==> config.mk <==
export PLATFORM = sky130hd
export DESIGN_NAME = yag_shot_sequencer
export DESIGN_NICKNAME = d
export VERILOG_FILES = /design/src/rtl/yag_shot_sequencer.sv
export SDC_FILE = /design/constraint.sdc
export NUM_CORES = 1
export LEC_CHECK = 0
export CAP_MARGIN = 20
export CORE_MARGIN = 2
export CORE_UTILIZATION = 59
export CTS_BUF_LIST = sky130_fd_sc_hd__clkbuf_16
export DETAILED_ROUTE_END_ITERATION = 10
export PLACE_DENSITY = 0.84
export SKIP_CTS_REPAIR_TIMING = 1
export SYNTH_ARGS = -nofsm -noshare
export SYNTH_HDL_FRONTEND = slang
export SYNTH_SLANG_ARGS = --single-unit
==> constraint.sdc <==
create_clock -name clk_i -period 3.88 [get_ports clk_i]
set_clock_uncertainty 0.05 [all_clocks]
set_input_delay 0.776 -clock clk_i [delete_from_list [all_inputs] [get_ports clk_i]]
set_output_delay 0.776 -clock clk_i [all_outputs]
set_load 0.01 [all_outputs]
==> src/rtl/yag_shot_sequencer.sv <==
// yag_shot_sequencer
// Schedules Nd:YAG shots by issuing single-cycle triggers to the flash/Q-switch
// controller at a programmable repetition period. A burst is either a counted
// number of shots or continuous until aborted. A due shot is deferred, not
// dropped, while the interlock inhibit is high. The flash-to-Q delay is latched
// at start and held stable for the whole burst. A start whose period would
// retrigger the controller mid-sequence is refused and flagged in err_o.
//
// Ports
//   clk_i       system clock
//   rst_n_i     asynchronous active-low reset
//   start_i     start a burst (sampled only while idle)
//   abort_i     stop the burst, no further triggers
//   inhibit_i   interlock, defers a due shot while high
//   period_i    shot-to-shot period in clk cycles
//   n_shots_i   shots per burst, 0 = continuous
//   delay_i     flash-to-Q delay forwarded to the controller
//   trig_o      1-cycle trigger pulse
//   delay_o     latched delay, stable while busy_o=1
//   busy_o      burst in progress
//   done_o      1-cycle pulse when a counted burst completes
//   shot_cnt_o  shots fired in current/last burst
//   err_o       sticky, last start was rejected
//
// state  | meaning
// -------+-------------------------------------------------------------
// IDLE   | waiting for start_i; validates period and interlock
// FIRE   | trig_o high for exactly one cycle; reloads the period timer
// WAIT   | period timer counting down; shot deferred while inhibited
// DONE   | counted burst finished; done_o high for one cycle
module yag_shot_sequencer #(
  parameter int unsigned MIN_PERIOD = 12000,
  parameter int unsigned Q_HOLDOFF  = 6000
) (
  input  logic        clk_i,
  input  logic        rst_n_i,
  input  logic        start_i,
  input  logic        abort_i,
  input  logic        inhibit_i,
  input  logic [31:0] period_i,
  input  logic [15:0] n_shots_i,
  input  logic [31:0] delay_i,
  output logic        trig_o,
  output logic [31:0] delay_o,
  output logic        busy_o,
  output logic        done_o,
  output logic [15:0] shot_cnt_o,
  output logic        err_o
);

  typedef enum logic [1:0] {S_IDLE, S_FIRE, S_WAIT, S_DONE} state_t;

  state_t      state, state_nxt;
  logic [31:0] timer, timer_nxt;
  logic [31:0] period_q, period_nxt;
  logic [15:0] n_q, n_nxt;
  logic [31:0] delay_nxt;
  logic [15:0] cnt_nxt;
  logic        err_nxt, trig_nxt, busy_nxt, done_nxt;

  logic [32:0] min_gap;
  logic        period_ok, start_ok, timer_zero, burst_end;

  // Sum kept in 33 bits so a huge delay cannot wrap and make a short period look legal.
  assign min_gap    = {1'b0, delay_i} + 33'(Q_HOLDOFF) + 33'd2;
  assign period_ok  = (period_i >= 32'(MIN_PERIOD)) && ({1'b0, period_i} > min_gap);
  assign start_ok   = start_i && period_ok && !inhibit_i;
  assign timer_zero = (timer == 32'd0);
  assign burst_end  = (n_q != 16'd0) && (shot_cnt_o == n_q);

  // State and all outputs registered together.
  always_ff @(posedge clk_i or negedge rst_n_i) begin
    if (!rst_n_i) begin
      state      <= S_IDLE;
      timer      <= '0;
      period_q   <= '0;
      n_q        <= '0;
      delay_o    <= '0;
      shot_cnt_o <= '0;
      err_o      <= 1'b0;
      trig_o     <= 1'b0;
      busy_o     <= 1'b0;
      done_o     <= 1'b0;
    end else begin
      state      <= state_nxt;
      timer      <= timer_nxt;
      period_q   <= period_nxt;
      n_q        <= n_nxt;
      delay_o    <= delay_nxt;
      shot_cnt_o <= cnt_nxt;
      err_o      <= err_nxt;
      trig_o     <= trig_nxt;
      busy_o     <= busy_nxt;
      done_o     <= done_nxt;
    end
  end

  // Next state; abort overrides everything once a burst is running.
  always_comb begin
    state_nxt = state;
    if (state != S_IDLE && abort_i) begin
      state_nxt = S_IDLE;
    end else begin
      case (state)
        S_IDLE: if (start_ok) state_nxt = S_FIRE;
        S_FIRE: state_nxt = S_WAIT;
        S_WAIT: begin
          if (timer_zero) begin
            if (burst_end)       state_nxt = S_DONE;
            else if (!inhibit_i) state_nxt = S_FIRE;
          end
        end
        S_DONE: state_nxt = S_IDLE;
        default: state_nxt = S_IDLE;
      endcase
    end
  end

  // Output and datapath next values. Flags are decoded from the next state so
  // they line up with the state register without a combinational output path.
  always_comb begin
    timer_nxt  = timer;
    period_nxt = period_q;
    n_nxt      = n_q;
    delay_nxt  = delay_o;
    cnt_nxt    = shot_cnt_o;
    err_nxt    = err_o;
    trig_nxt   = (state_nxt == S_FIRE);
    busy_nxt   = (state_nxt != S_IDLE);
    done_nxt   = (state_nxt == S_DONE);

    case (state)
      S_IDLE: begin
        if (start_i) begin
          if (start_ok) begin
            period_nxt = period_i;
            n_nxt      = n_shots_i;
            delay_nxt  = delay_i;
            cnt_nxt    = '0;
            err_nxt    = 1'b0;
          end else begin
            err_nxt = 1'b1;
          end
        end
      end
      S_FIRE: begin
        // The pulse is already out this cycle, so it is counted even on abort.
        cnt_nxt   = shot_cnt_o + 16'd1;
        // FIRE cycle plus (period-1) WAIT cycles gives exactly period between pulses.
        timer_nxt = period_q - 32'd2;
      end
      S_WAIT: begin
        if (!timer_zero) timer_nxt = timer - 32'd1;
      end
      default: ;
    endcase

    if (state_nxt == S_IDLE) timer_nxt = '0;
  end

endmodule

Word-level counts from Yosys, hierarchy flattened
Index checks and enable logic that the tools add are counted.

operators by class
  add/subtract/negate cells = 5
  equality and inequality tests = 9
  muxes and demuxes = 13
  reductions and logical operators = 18
  magnitude comparators = 2

operator list
  operator                                                                               number
  32-bit 2-to-1 mux                                                                      2
  32-bit case mux with 2 select lines                                                    1
  32-bit by 13-bit adder with 33-bit output, second input constant                       1
  33-bit by 2-bit adder with 33-bit output, second input constant                        1
  32-bit by 33-bit > comparator with 1-bit output                                        1
  32-bit by 14-bit greater-or-equal comparator with 1-bit output, second input constant  1
  32-bit zero test                                                                       1
  16-bit 2-to-1 mux                                                                      2
  16-bit case mux with 2 select lines                                                    1
  32-bit by 1-bit subtractor with 32-bit output, second input constant                   1
  32-bit by 2-bit subtractor with 32-bit output, second input constant                   1
  16-bit by 1-bit adder with 16-bit output, second input constant                        1
  16-bit == test                                                                         1
  16-bit nonzero test                                                                    1
  2-bit 2-to-1 mux                                                                       5
  2-bit case mux with 4 select lines                                                     1
  2-bit == test, second input constant                                                   3
  3-bit AND reduction                                                                    2
  2-bit nonzero test                                                                     3
  1-bit logical AND                                                                      5
  2-bit by 1-bit == test with 1-bit output, second input constant                        2
  2-bit zero test                                                                        2
  2-bit != test, second input constant                                                   2
  2-bit AND reduction                                                                    2
  other kinds (4)                                                                        4

storage, ports and cells
  word-level logic and storage cells = 57
  flip-flop bits (word level) = 134

Longest topological paths before layout
Gate-level depths: netlist (run 1).

  word-level depth = 12
  mapped depth = 16
  depth with buffers taken out = 14

Worst setup path before layout (run 1)
OpenSTA, ideal clock, no wires.

  kind = input to register
  start point = input delay_i[1]
  end point = register delay_o[23]
  stages on the path = 16
  data required time = 3702 ps
  buffers on the path = 2
  slack = -499 ps
  setup time = 128 ps
  arrival time = 4201 ps
  cell sequence = ha_1 > a2111oi_2 > o21ai_0 > a21oi_1 > nor3_1 > nand3_1 > xor2_1 > ha_1 > nand4_1 > nor4_2 > a2bb2oi_1 > a211oi_1 > o211ai_2 > buf_4 > buf_4 > mux2_1

on the way
  word-level cells in the longest chain between the ends = 7

ends and longest elaborated chain
  what                                             line  RTL
  start, declared                                  42    input logic [31:0] delay_i,
  32-bit by 13-bit adder with 33-bit output        65    assign min_gap = {1'b0, delay_i} + 33'(Q_HOLDOFF) + 33'd2;
  33-bit by 2-bit adder with 33-bit output         65
  32-bit by 33-bit > comparator with 1-bit output  66    assign period_ok = (period_i >= 32'(MIN_PERIOD)) && ({1'b0, period_i} > min_gap);
  1-bit logical AND                                66
  1-bit logical AND (2 in a row)                   67    assign start_ok = start_i && period_ok && !inhibit_i;
  3-bit AND reduction (no line)                    -
  end signal, assigned                             89    delay_o <= delay_nxt;
  end, declared                                    44    output logic [31:0] delay_o,

Every way passes these cells.
A chain may end at the register's enable or synchronous reset.

Worst setup path in the final report (run 1)
  start point = input delay_i[23]
  end point = register period_q[22]

on the way
  word-level cells in the longest chain between the ends = 7

ends and longest elaborated chain
  what                                             line  RTL
  32-bit by 13-bit adder with 33-bit output        65
  33-bit by 2-bit adder with 33-bit output         65
  32-bit by 33-bit > comparator with 1-bit output  66
  1-bit logical AND                                66
  1-bit logical AND (2 in a row)                   67
  3-bit AND reduction (no line)                    -
  end signal, assigned                             87    period_q <= period_nxt;
  end, declared                                    55    logic [31:0] period_q, period_nxt;

Every way passes these cells.

==> results of run 1 <==
cell type report:
cell class,instances,area share
well taps,180,0.0191
flip-flops and latches,134,0.285
multi-input cells,656,0.445
clock inverters,14,0.0177
repair buffers,229,0.193
diodes,1,0.000213
clock buffers,17,0.0362
inverters,12,0.00383
synth_stat cells (all sizes together) (7+ instances only):
cell and number:
clkbuf 29, and3 18, nand4 30, inv 12, dfrtp 134, a21oi 38
a221oi 11, nor3 35, mux2 81, xor2 39, or4 7, o211ai 13
nor2 51, nand2 53, o21ai 41, xnor2 33, a22oi 19, buf 16
nor4 29, ha 36, nand3 20, a31oi 7
power by group through the flow:
stage | logic, W | registers [W] | clock network, W
5_1_grt | 0.00198 | 0.00214 | 0.00184
6_report | 0.00186 | 0.00210 | 0.00178
2_1_floorplan | 0.000939 | 0.00204 | 0
4_1_cts | 0.00170 | 0.00207 | 0.00178
3_3_place_gp | 0.00162 | 0.00206 | 0
3_5_place_dp | 0.00167 | 0.00208 | 0
per-layer routing:
| metal | global-route usage | wire length (um) |
|---|---|---|
| met1 | 0.417 | 11300 |
| met2 | 0.513 | 13600 |
| met3 | 0.0762 | 2520 |
| met4 | 0.133 | 1470 |
| met5 | 0 | 0 |
worst register-to-register path, stage by stage, from the launching register on:
cell,delay (ps)
dfrtp_1,410
inv_1,90
ha_1,210
nor3b_2,310
nand2_1,220
or4_4,630
a21oi_4,540
o21ai_1,190
a22oi_2,200
how the worst max path moves through the flow:
stage           startpoint      endpoint  slack (ps)  depth (start not counted)
6_report       delay_i[23]  period_q[22]        -360                         16
5_1_grt         delay_i[2]   period_q[8]        -510                         18
4_1_cts         delay_i[1]        n_q[1]        -440                         16
3_5_place_dp    delay_i[1]        n_q[4]        -780                         16
3_3_place_gp    delay_i[3]        n_q[2]        -680                         14
2_1_floorplan   delay_i[1]       n_q[10]           6                         16
layout by cell type (no fill, tap or decap), drive strengths merged, types with 11 or more instances in the layout:
master	count
a21oi	38
a221oi	11
a22oi	19
and3	18
buf	94
clkbuf	20
clkdlybuf4s50	118
dfrtp	134
dlymetal6s2s	14
ha	36
inv	13
mux2	81
nand2	53
nand3	20
nand4	30
nor2	51
nor3	35
nor4	29
o211ai	13
o21ai	41
xnor2	33
xor2	39
cells by family after synthesis:
logic type	after synthesis
AND/OR/NAND/NOR	282
AO/OA/AOI/OAI	184
flip-flops	134
multiplexers	82
XOR/XNOR	72
buffers and inverters	57
adder cells (fa/ha/maj)	36
per-stage QoR:
stage | setup slack (ps) | cells | power, W | area, um^2
floorplan | 5.85 | 847 | 0.00298 | 8610
global placement | -681 | 1189 | 0.00368 | 10600
detailed placement | -775 | 1189 | 0.00375 | 10600
CTS | -440 | 1220 | 0.00555 | 11200
global route | -508 | 1243 | 0.00596 | 11800
finish | -360 | 1243 | 0.00575 | 11800
sequential cells by signal (all words and copies together) (netlist names):
signal and flops:
delay_o 32, period_q 32, timer 32, n_q 16
shot_cnt_o 16, state 2, busy_o 1, done_o 1
err_o 1, trig_o 1
==> flow_summary_export.csv, run 1 <==
group,metric,value,unit
power,comb_power_share,0.324,
global_routing,grt_max_degree,82,
floorplanning,die_x,124,um
floorplanning,initial_utilization,0.610,
sta,setup_viol,129,
route,drt_iter0_drc,1133,
power,power.internal,0.00381,W
layout,multi_input_area,0.00524,mm^2
route,drt_pass1_iterations,6,
synth,netlist-cell-type-count,79,
worst_hold_path,hp-class,"in2async",
power,seq_power_share,0.366,
route,routed_wl,28900,um
sta,fin_setup_tns,-29230,ps
power,vdd_drop_max,469,uV
synth,yosys.area_share.simple,0.185,
synth,synth_xor_area_frac,0.0739,
synth,synth_edf_count,0,
synth,synth_ff_type,"dfrtp_1",
global_routing,overflow,0,
layout,final_nets,1171,
critical_path,critPathMaxFanout,8,
sta,period_share,1.09,
synth,synthAdderAreaFrac,0.0528,
critical_path,crit-reg2reg-capture,"timer[13]",
synth,ys_seq_area_frac,0.393,
power,switchingPower,0.00194,W
place,io_buffers,136,
place,gp_congestion,0.935,
power,p_clk_frac,0.310,
sta,fin_hold_ws,325,ps
synth,muxShareOfSynthArea,0.112,
route,via_per_inst,6.75,
layout,drive_gt1_frac,0.253,
cts,cts_tree,"built",
synth,syn_nets,968,
global_routing,grt_use_total,0.320,
cts,cts_buffers,17,
route,wl_per_cell,23.2,um
critical_path,slowest_delay,520,ps
power,switching_share,0.337,
synth,synth_compound_area_frac,0.152,
critical_path,path_buf_inv,5,
sta,tightest_slew,849,ps
route,vias,8389,
sta,slew-limit-headroom,0.429,
critical_path,r2r_slack,940,ps
sta,slew_violations,0,
synth,ys_ff_latch,134,
layout,synthToLayoutAreaGrowth,37.9,%
critical_path,cp_slowest_cell,"clkdlybuf4s50_1",
place,dp_hpwl,16800,um
cts,clk_latency,430,ps
layout,fill_cells,664,
outcome,status,"complete, but fails checks",
global_routing,antenna_found_initial,1,
synth,yosysTopAreaCellShare,0.393,
cts,cts.sinks,134,
critical_path,r2r.worst_path.cells,8,
floorplanning,die-area,0.0154,mm^2
sta,hold_viol,0,
synth,avgSynthCellArea,10.1,um^2
floorplanning,ioPinCount,137,
critical_path,cp-end-kind,"flip-flop",
floorplanning,dieHeight,124,um
layout,finish.utilization,0.841,
critical_path,crit_chain,"clkdlybuf4s50_1, nand4_1, buf_4, nor3_4, nand2_1, xor2_1, ha_1, nand3_1, nor4_2, nand4_1, and3_1, o211ai_4, buf_6, buf_12, buf_4, mux2_2",
critical_path,critical_path_class,"in2reg",
layout,seq_area,0.00335,mm^2
synth,synth_area_leader_cell,"dfrtp_1",
synth,synth_top_family_by_area,"simple AND/OR/NAND/NOR gates",
synth,netlist_instances,847,
sta,fin_ws,-360,ps
sta,fmax,0.236,GHz
synth,synthArstFlopShare,1.00,
power,power.leakage,4.95,nW
floorplanning,fp-row-count,43,
power,p_per_area,489,mW/mm^2
critical_path,worstPathRequired,4140,ps
critical_path,reg2reg_from,"timer[0]",
route,antenna_left,0,
synth,synth_area,0.00853,mm^2
critical_path,path_delay_family,"simple AND/OR/NAND/NOR gates",
cts,cts_max_path_buffers,2,
cts,cts.htree.levels,4,
cts,cts-root-buf,"clkbuf_16",
floorplanning,coreArea,0.0140,mm^2
critical_path,cp.arrival,4500,ps
outcome,violations,"setup timing",
global_routing,grt_pass1_vias,7616,
synth,ys_top_cells_by_area,"dfrtp_1 (39%), mux2_2 (8.4%), ha_1 (5.3%)",
flow_run,drv_cap,0,
critical_path,crit_path_start_kind,"input port",
cts,clk_pin_slew,60,ps
route,drc,0,
synth,synth_warnings,0,
sta,grt_setup_unrepaired,"true",
global_routing,grt_pass1_wl,39800,um
sta,period_minus_slack,4240,ps
Power figures use the tool's default switching activity.
==> run 2: changes to the inputs <==
- CAP_MARGIN: 20 -> 10
==> run 2 against run 1 <==
Effect of this change:
- the run still ends with setup timing left
- cell area shrank 0.13%
- first-iteration DRC count shrank 1.4%
- sequential share of layout area is essentially flat
- critical path depth grew 1
- register-to-register slack lost 300 ps
- power is essentially flat
- non-clock buffer count shrank 1
- count of clock-buffer cells in the layout is the same
- largest power group unchanged
- highest routed layer unchanged
==> flow_summary_export.csv, run 2 (same netlist as run 1, synthesis figures left out) <==
group,metric,value,unit
global_routing,grt_max_degree,82,
layout,reg_top3,"delay_o x32, period_q x32, timer x32",
sta,grt_setup_unrepaired,"true",
layout,final_nets,1170,
sta,period_share,1.09,
cts,clk_latency,440,ps
layout,fin_cells,1242,
critical_path,r2r_slack,640,ps
route,drt_pass1_iterations,8,
place,dp_hpwl,16800,um
power,p_clk_frac,0.311,
critical_path,crit_path_start_kind,"input port",
route,drt_iter0_drc,1117,
critical_path,reg2reg_from,"timer[0]",
global_routing,antenna_found_initial,1,
floorplanning,fp-row-count,43,
outcome,status,"complete, but fails checks",
cts,cts_tree,"built",
cts,cts_buffers,17,
place,io_buffers,136,
critical_path,r2r.worst_path.cells,9,
critical_path,worstPathRequired,4140,ps
cts,cts-root-buf,"clkbuf_16",
layout,final_area,0.0118,mm^2
floorplanning,initial_utilization,0.610,
critical_path,worstSetupEndpoint,"period_q[22]",
floorplanning,coreArea,0.0140,mm^2
critical_path,crit-reg2reg-capture,"timer[15]",
cts,clk_pin_slew,60,ps
power,p_per_area,489,mW/mm^2
power,power.internal,0.00381,W
sta,tightest_slew,1260,ps
route,wl_per_cell,23.2,um
global_routing,grt_use_total,0.320,
cts,cts.sinks,134,
sta,setup_viol,130,
global_routing,grt_pass1_wl,39800,um
route,drc,0,
floorplanning,ioPinCount,137,
place,gp_congestion,0.935,
floorplanning,die-area,0.0154,mm^2
sta,hold_viol,0,
critical_path,critPathMaxFanout,8,
flow_run,drv_cap,0,
sta,slew_violations,0,
cts,cts_max_path_buffers,2,
power,vdd_drop_max,470,uV
floorplanning,die_x,124,um
power,power.leakage,4.94,nW
place,place_area,0.0106,mm^2
layout,drive_gt1_frac,0.253,
route,via_per_inst,6.70,
route,routed_wl,28900,um
sta,period_minus_slack,4240,ps
critical_path,cp-startpoint,"delay_i[16]",
power,seq_power_share,0.366,
place,place_inst,1189,
route,vias,8323,
power,comb_power_share,0.323,
layout,layout_common_cells,"dfrtp_1 (134), clkdlybuf4s50_1 (118), buf_4 (75)",
sta,fin_ws,-365,ps
global_routing,overflow,0,
critical_path,critical_path_class,"in2reg",
power,switching_share,0.337,
critical_path,cp.arrival,4510,ps
sta,slew-limit-headroom,0.161,
critical_path,cp-end-kind,"flip-flop",
layout,final_common_cell,"dfrtp_1",
worst_hold_path,hp-class,"in2async",
global_routing,grt_pass1_vias,7616,
route,antenna_left,0,
layout,synthToLayoutAreaGrowth,37.7,%
sta,fmax,0.236,GHz
cts,cts.htree.levels,4,
floorplanning,dieHeight,124,um
power,switchingPower,0.00194,W
outcome,violations,"setup timing",
[run 2: cell count changes in the layout (fill, tap and decap cells not counted)]
cell,before,now
buf_8,5,4
[run 2: area by class of cell]
class / instances / area [um^2]
diodes: 1 / 2.50
clock buffers: 17 / 425
clock inverters: 14 / 208
fillers: 668 / 2240
inverters: 12 / 45.0
multi-input cells: 656 / 5240
flip-flops and latches: 134 / 3350
well taps: 180 / 225
repair buffers: 228 / 2250
[run 2: worst max-delay path, stage by stage]
cell,delay [ps]
clkdlybuf4s50_1,590
nand3_4,130
a2111oi_4,280
buf_4,190
nand2_1,60
xor2_1,190
ha_1,300
buf_4,160
a21oi_1,210
o21ai_0,210
nand2b_1,140
o211ai_1,160
o211ai_4,350
buf_6,160
buf_12,130
buf_4,110
mux2_2,340
[run 2: per-layer routing]
metal,up-vias,wire [um],GRT usage
met5,-,0,0
met4,0,1430,0.133
met3,130,2550,0.0762
met2,568,13600,0.513
met1,4015,11200,0.417
li1,3610,-,-
[run 2: worst min-delay path by stage]
stage,start,end,slack [ps],cells past startpoint
floorplan,rst_n_i,busy_o,430,0
global placement,delay_o[25],delay_o[25],430,1
detailed placement,delay_o[23],delay_o[23],430,1
CTS,rst_n_i,delay_o[7],360,1
global route,rst_n_i,delay_o[10],400,1
finish,rst_n_i,delay_o[7],330,1
[run 2: through the flow]
step,TNS [ps],utilization,hold WS [ps],total power (W),worst slack (ps)
5_1_grt,-48000,0.840,395,0.00595,-508
6_report,-30090,0.840,328,0.00575,-365
3_3_place_gp,-79460,0.756,426,0.00368,-681
3_5_place_dp,-91800,0.756,434,0.00375,-775
4_1_cts,-42610,0.801,359,0.00555,-440
2_1_floorplan,0,-,430,0.00298,5.85
[run 2: power by group through the flow]
stage / logic (W) / registers (W) / clock network, W
final: 0.00186 / 0.00210 / 0.00179
after detailed placement: 0.00167 / 0.00208 / 0
after global routing: 0.00197 / 0.00214 / 0.00184
after CTS: 0.00170 / 0.00207 / 0.00178
after floorplan: 0.000939 / 0.00204 / 0
after global placement: 0.00162 / 0.00206 / 0
==> run 3: changes to the inputs <==
- GPL_TIMING_DRIVEN: not set -> 0
==> run 3 against run 2 <==
Effect of this change:
- sequential cell count stayed put
- cell area is 2.7% lower
- global-route usage is 0.64 points higher
- first-iteration DRC count is 9.0% higher
- fmax is 0.21% lower
- sequential power hardly changed
- register-to-register slack better by 150 ps
- non-clock buffer count is 23 lower
- core utilization is 2.2 points lower
- the flow still finishes with violations (setup timing)
==> flow_summary_export.csv, run 3 (same netlist as run 1, synthesis figures left out) <==
group,metric,value,unit
global_routing,overflow,0,
critical_path,critical_path_class,"in2reg",
floorplanning,die_x,124,um
place,place_inst,1164,
critical_path,cp-end-kind,"flip-flop",
sta,period_minus_slack,4250,ps
outcome,status,"complete, but fails checks",
cts,cts_tree,"built",
outcome,violations,"setup timing",
power,vdd_drop_max,476,uV
cts,cts.sinks,134,
critical_path,worstPathRequired,4150,ps
critical_path,cp-startpoint,"delay_i[18]",
layout,final_nets,1147,
worst_hold_path,hp-class,"in2async",
flow_run,drv_cap,0,
global_routing,antenna_found_initial,0,
layout,drive_gt1_frac,0.209,
floorplanning,coreArea,0.0140,mm^2
route,drt_pass1_iterations,6,
layout,synthToLayoutAreaGrowth,34.1,%
sta,grt_setup_unrepaired,"true",
cts,cts_buffers,17,
power,totalPowerFinal,0.00561,W
floorplanning,fp-row-count,43,
power,power.leakage,4.83,nW
cts,cts.htree.levels,4,
global_routing,grt_max_degree,88,
floorplanning,ioPinCount,137,
critical_path,crit-reg2reg-capture,"timer[18]",
critical_path,critPathMaxFanout,7,
critical_path,r2r.worst_path.cells,9,
sta,fmax,0.235,GHz
critical_path,reg2reg_from,"timer[0]",
floorplanning,initial_utilization,0.610,
critical_path,cp.arrival,4520,ps
place,io_buffers,136,
critical_path,r2r_slack,790,ps
sta,hold_viol,0,
critical_path,worstSetupEndpoint,"delay_o[23]",
sta,slew_violations,0,
sta,fin_ws,-373,ps
floorplanning,dieHeight,124,um
sta,tightest_slew,791,ps
cts,clk_latency,440,ps
global_routing,grt_use_total,0.326,
route,drt_iter0_drc,1217,
layout,reg_top3,"delay_o x32, period_q x32, timer x32",
critical_path,crit_path_start_kind,"input port",
power,p_per_area,490,mW/mm^2
route,antenna_left,0,
place,gp_congestion,0.960,
cts,cts_max_path_buffers,2,
layout,layout_common_cells,"dfrtp_1 (134), clkdlybuf4s50_1 (109), mux2_2 (56)",
global_routing,grt_pass1_vias,7727,
route,drc,0,
sta,slew-limit-headroom,0.468,
layout,fin_cells,1218,
sta,setup_viol,133,
place,dp_slack,-1100,ps
sta,fin_setup_tns,-35390,ps
floorplanning,die-area,0.0154,mm^2
cts,cts-root-buf,"clkbuf_16",
route,vias,8423,
layout,final_common_cell,"dfrtp_1",
route,routed_wl,30300,um
route,via_per_inst,6.92,
place,dp_hpwl,18000,um
layout,n_antenna_cell,0,
cts,clk_pin_slew,70,ps
route,wl_per_cell,24.9,um
global_routing,grt_pass1_wl,40500,um
sta,period_share,1.10,
sta,fin_hold_ws,207,ps
==> run 3: cell types whose count changed in the layout (fill, tap and decap cells not counted), moves of 3 or more <==
cell             delta
dlymetal6s2s_1      +9
buf_4              -59
a22oi_1            +10
bufinv_16           -3
buf_2               +4
clkbuf_1           +28
mux2_2              -6
a22oi_2            -10
clkdlybuf4s50_1     -9
mux2_1              -7
mux2_4             +13
==> run 3: stage by stage <==
stage	util	instance area (um^2)
after floorplan	-	8610
after global placement	0.729	10200
after detailed placement	0.731	10200
after CTS	0.771	10800
after global routing	0.818	11400
final	0.818	11400
==> run 3: worst max-delay path, stage by stage <==
cell,delay [ps]
dlymetal6s2s_1,200
and3_4,240
nand4_1,190
buf_4,210
a2111oi_4,200
buf_4,220
nand3_1,130
xor2_1,170
ha_1,320
nand4_1,240
nor4_2,270
nand2_1,160
o211ai_1,300
o211ai_2,130
buf_6,160
buf_12,150
clkbuf_16,160
mux2_4,300
==> run 3: how the worst min path moves through the flow <==
stage / from / endpoint
after floorplan: rst_n_i / busy_o
after global placement: delay_o[28] / delay_o[28]
after detailed placement: delay_o[30] / delay_o[30]
after CTS: rst_n_i / delay_o[7]
after global routing: rst_n_i / delay_o[7]
final: rst_n_i / delay_o[7]
==> run 3: where the power goes <==
| part | switching (W) | total [W] | internal [W] |
|---|---|---|---|
| clock network | 0.000667 | 0.00160 | 0.000936 |
| logic | 0.000943 | 0.00191 | 0.000968 |
| registers | 0.000372 | 0.00209 | 0.00172 |
| total | 0.00198 | 0.00561 | 0.00362 |
==> run 3: cell type report <==
type | instances | area, um^2
Multi-Input combinational cell | 656 | 5250
Fill cell | 769 | 2550
Timing Repair Buffer | 160 | 1700
Sequential cell | 134 | 3350
Clock inverter | 14 | 139
Tap cell | 180 | 225
Inverter | 12 | 45.0
Clock buffer | 17 | 425
Buffer | 45 | 299
==> run 3: layer usage <==
metal / up-vias / global-route usage / wire, um
li1: 3563 / - / -
met1: 4061 / 0.430 / 11500
met2: 654 / 0.519 / 14200
met3: 145 / 0.0947 / 2970
met4: 0 / 0.108 / 1560
met5: - / 0 / 0
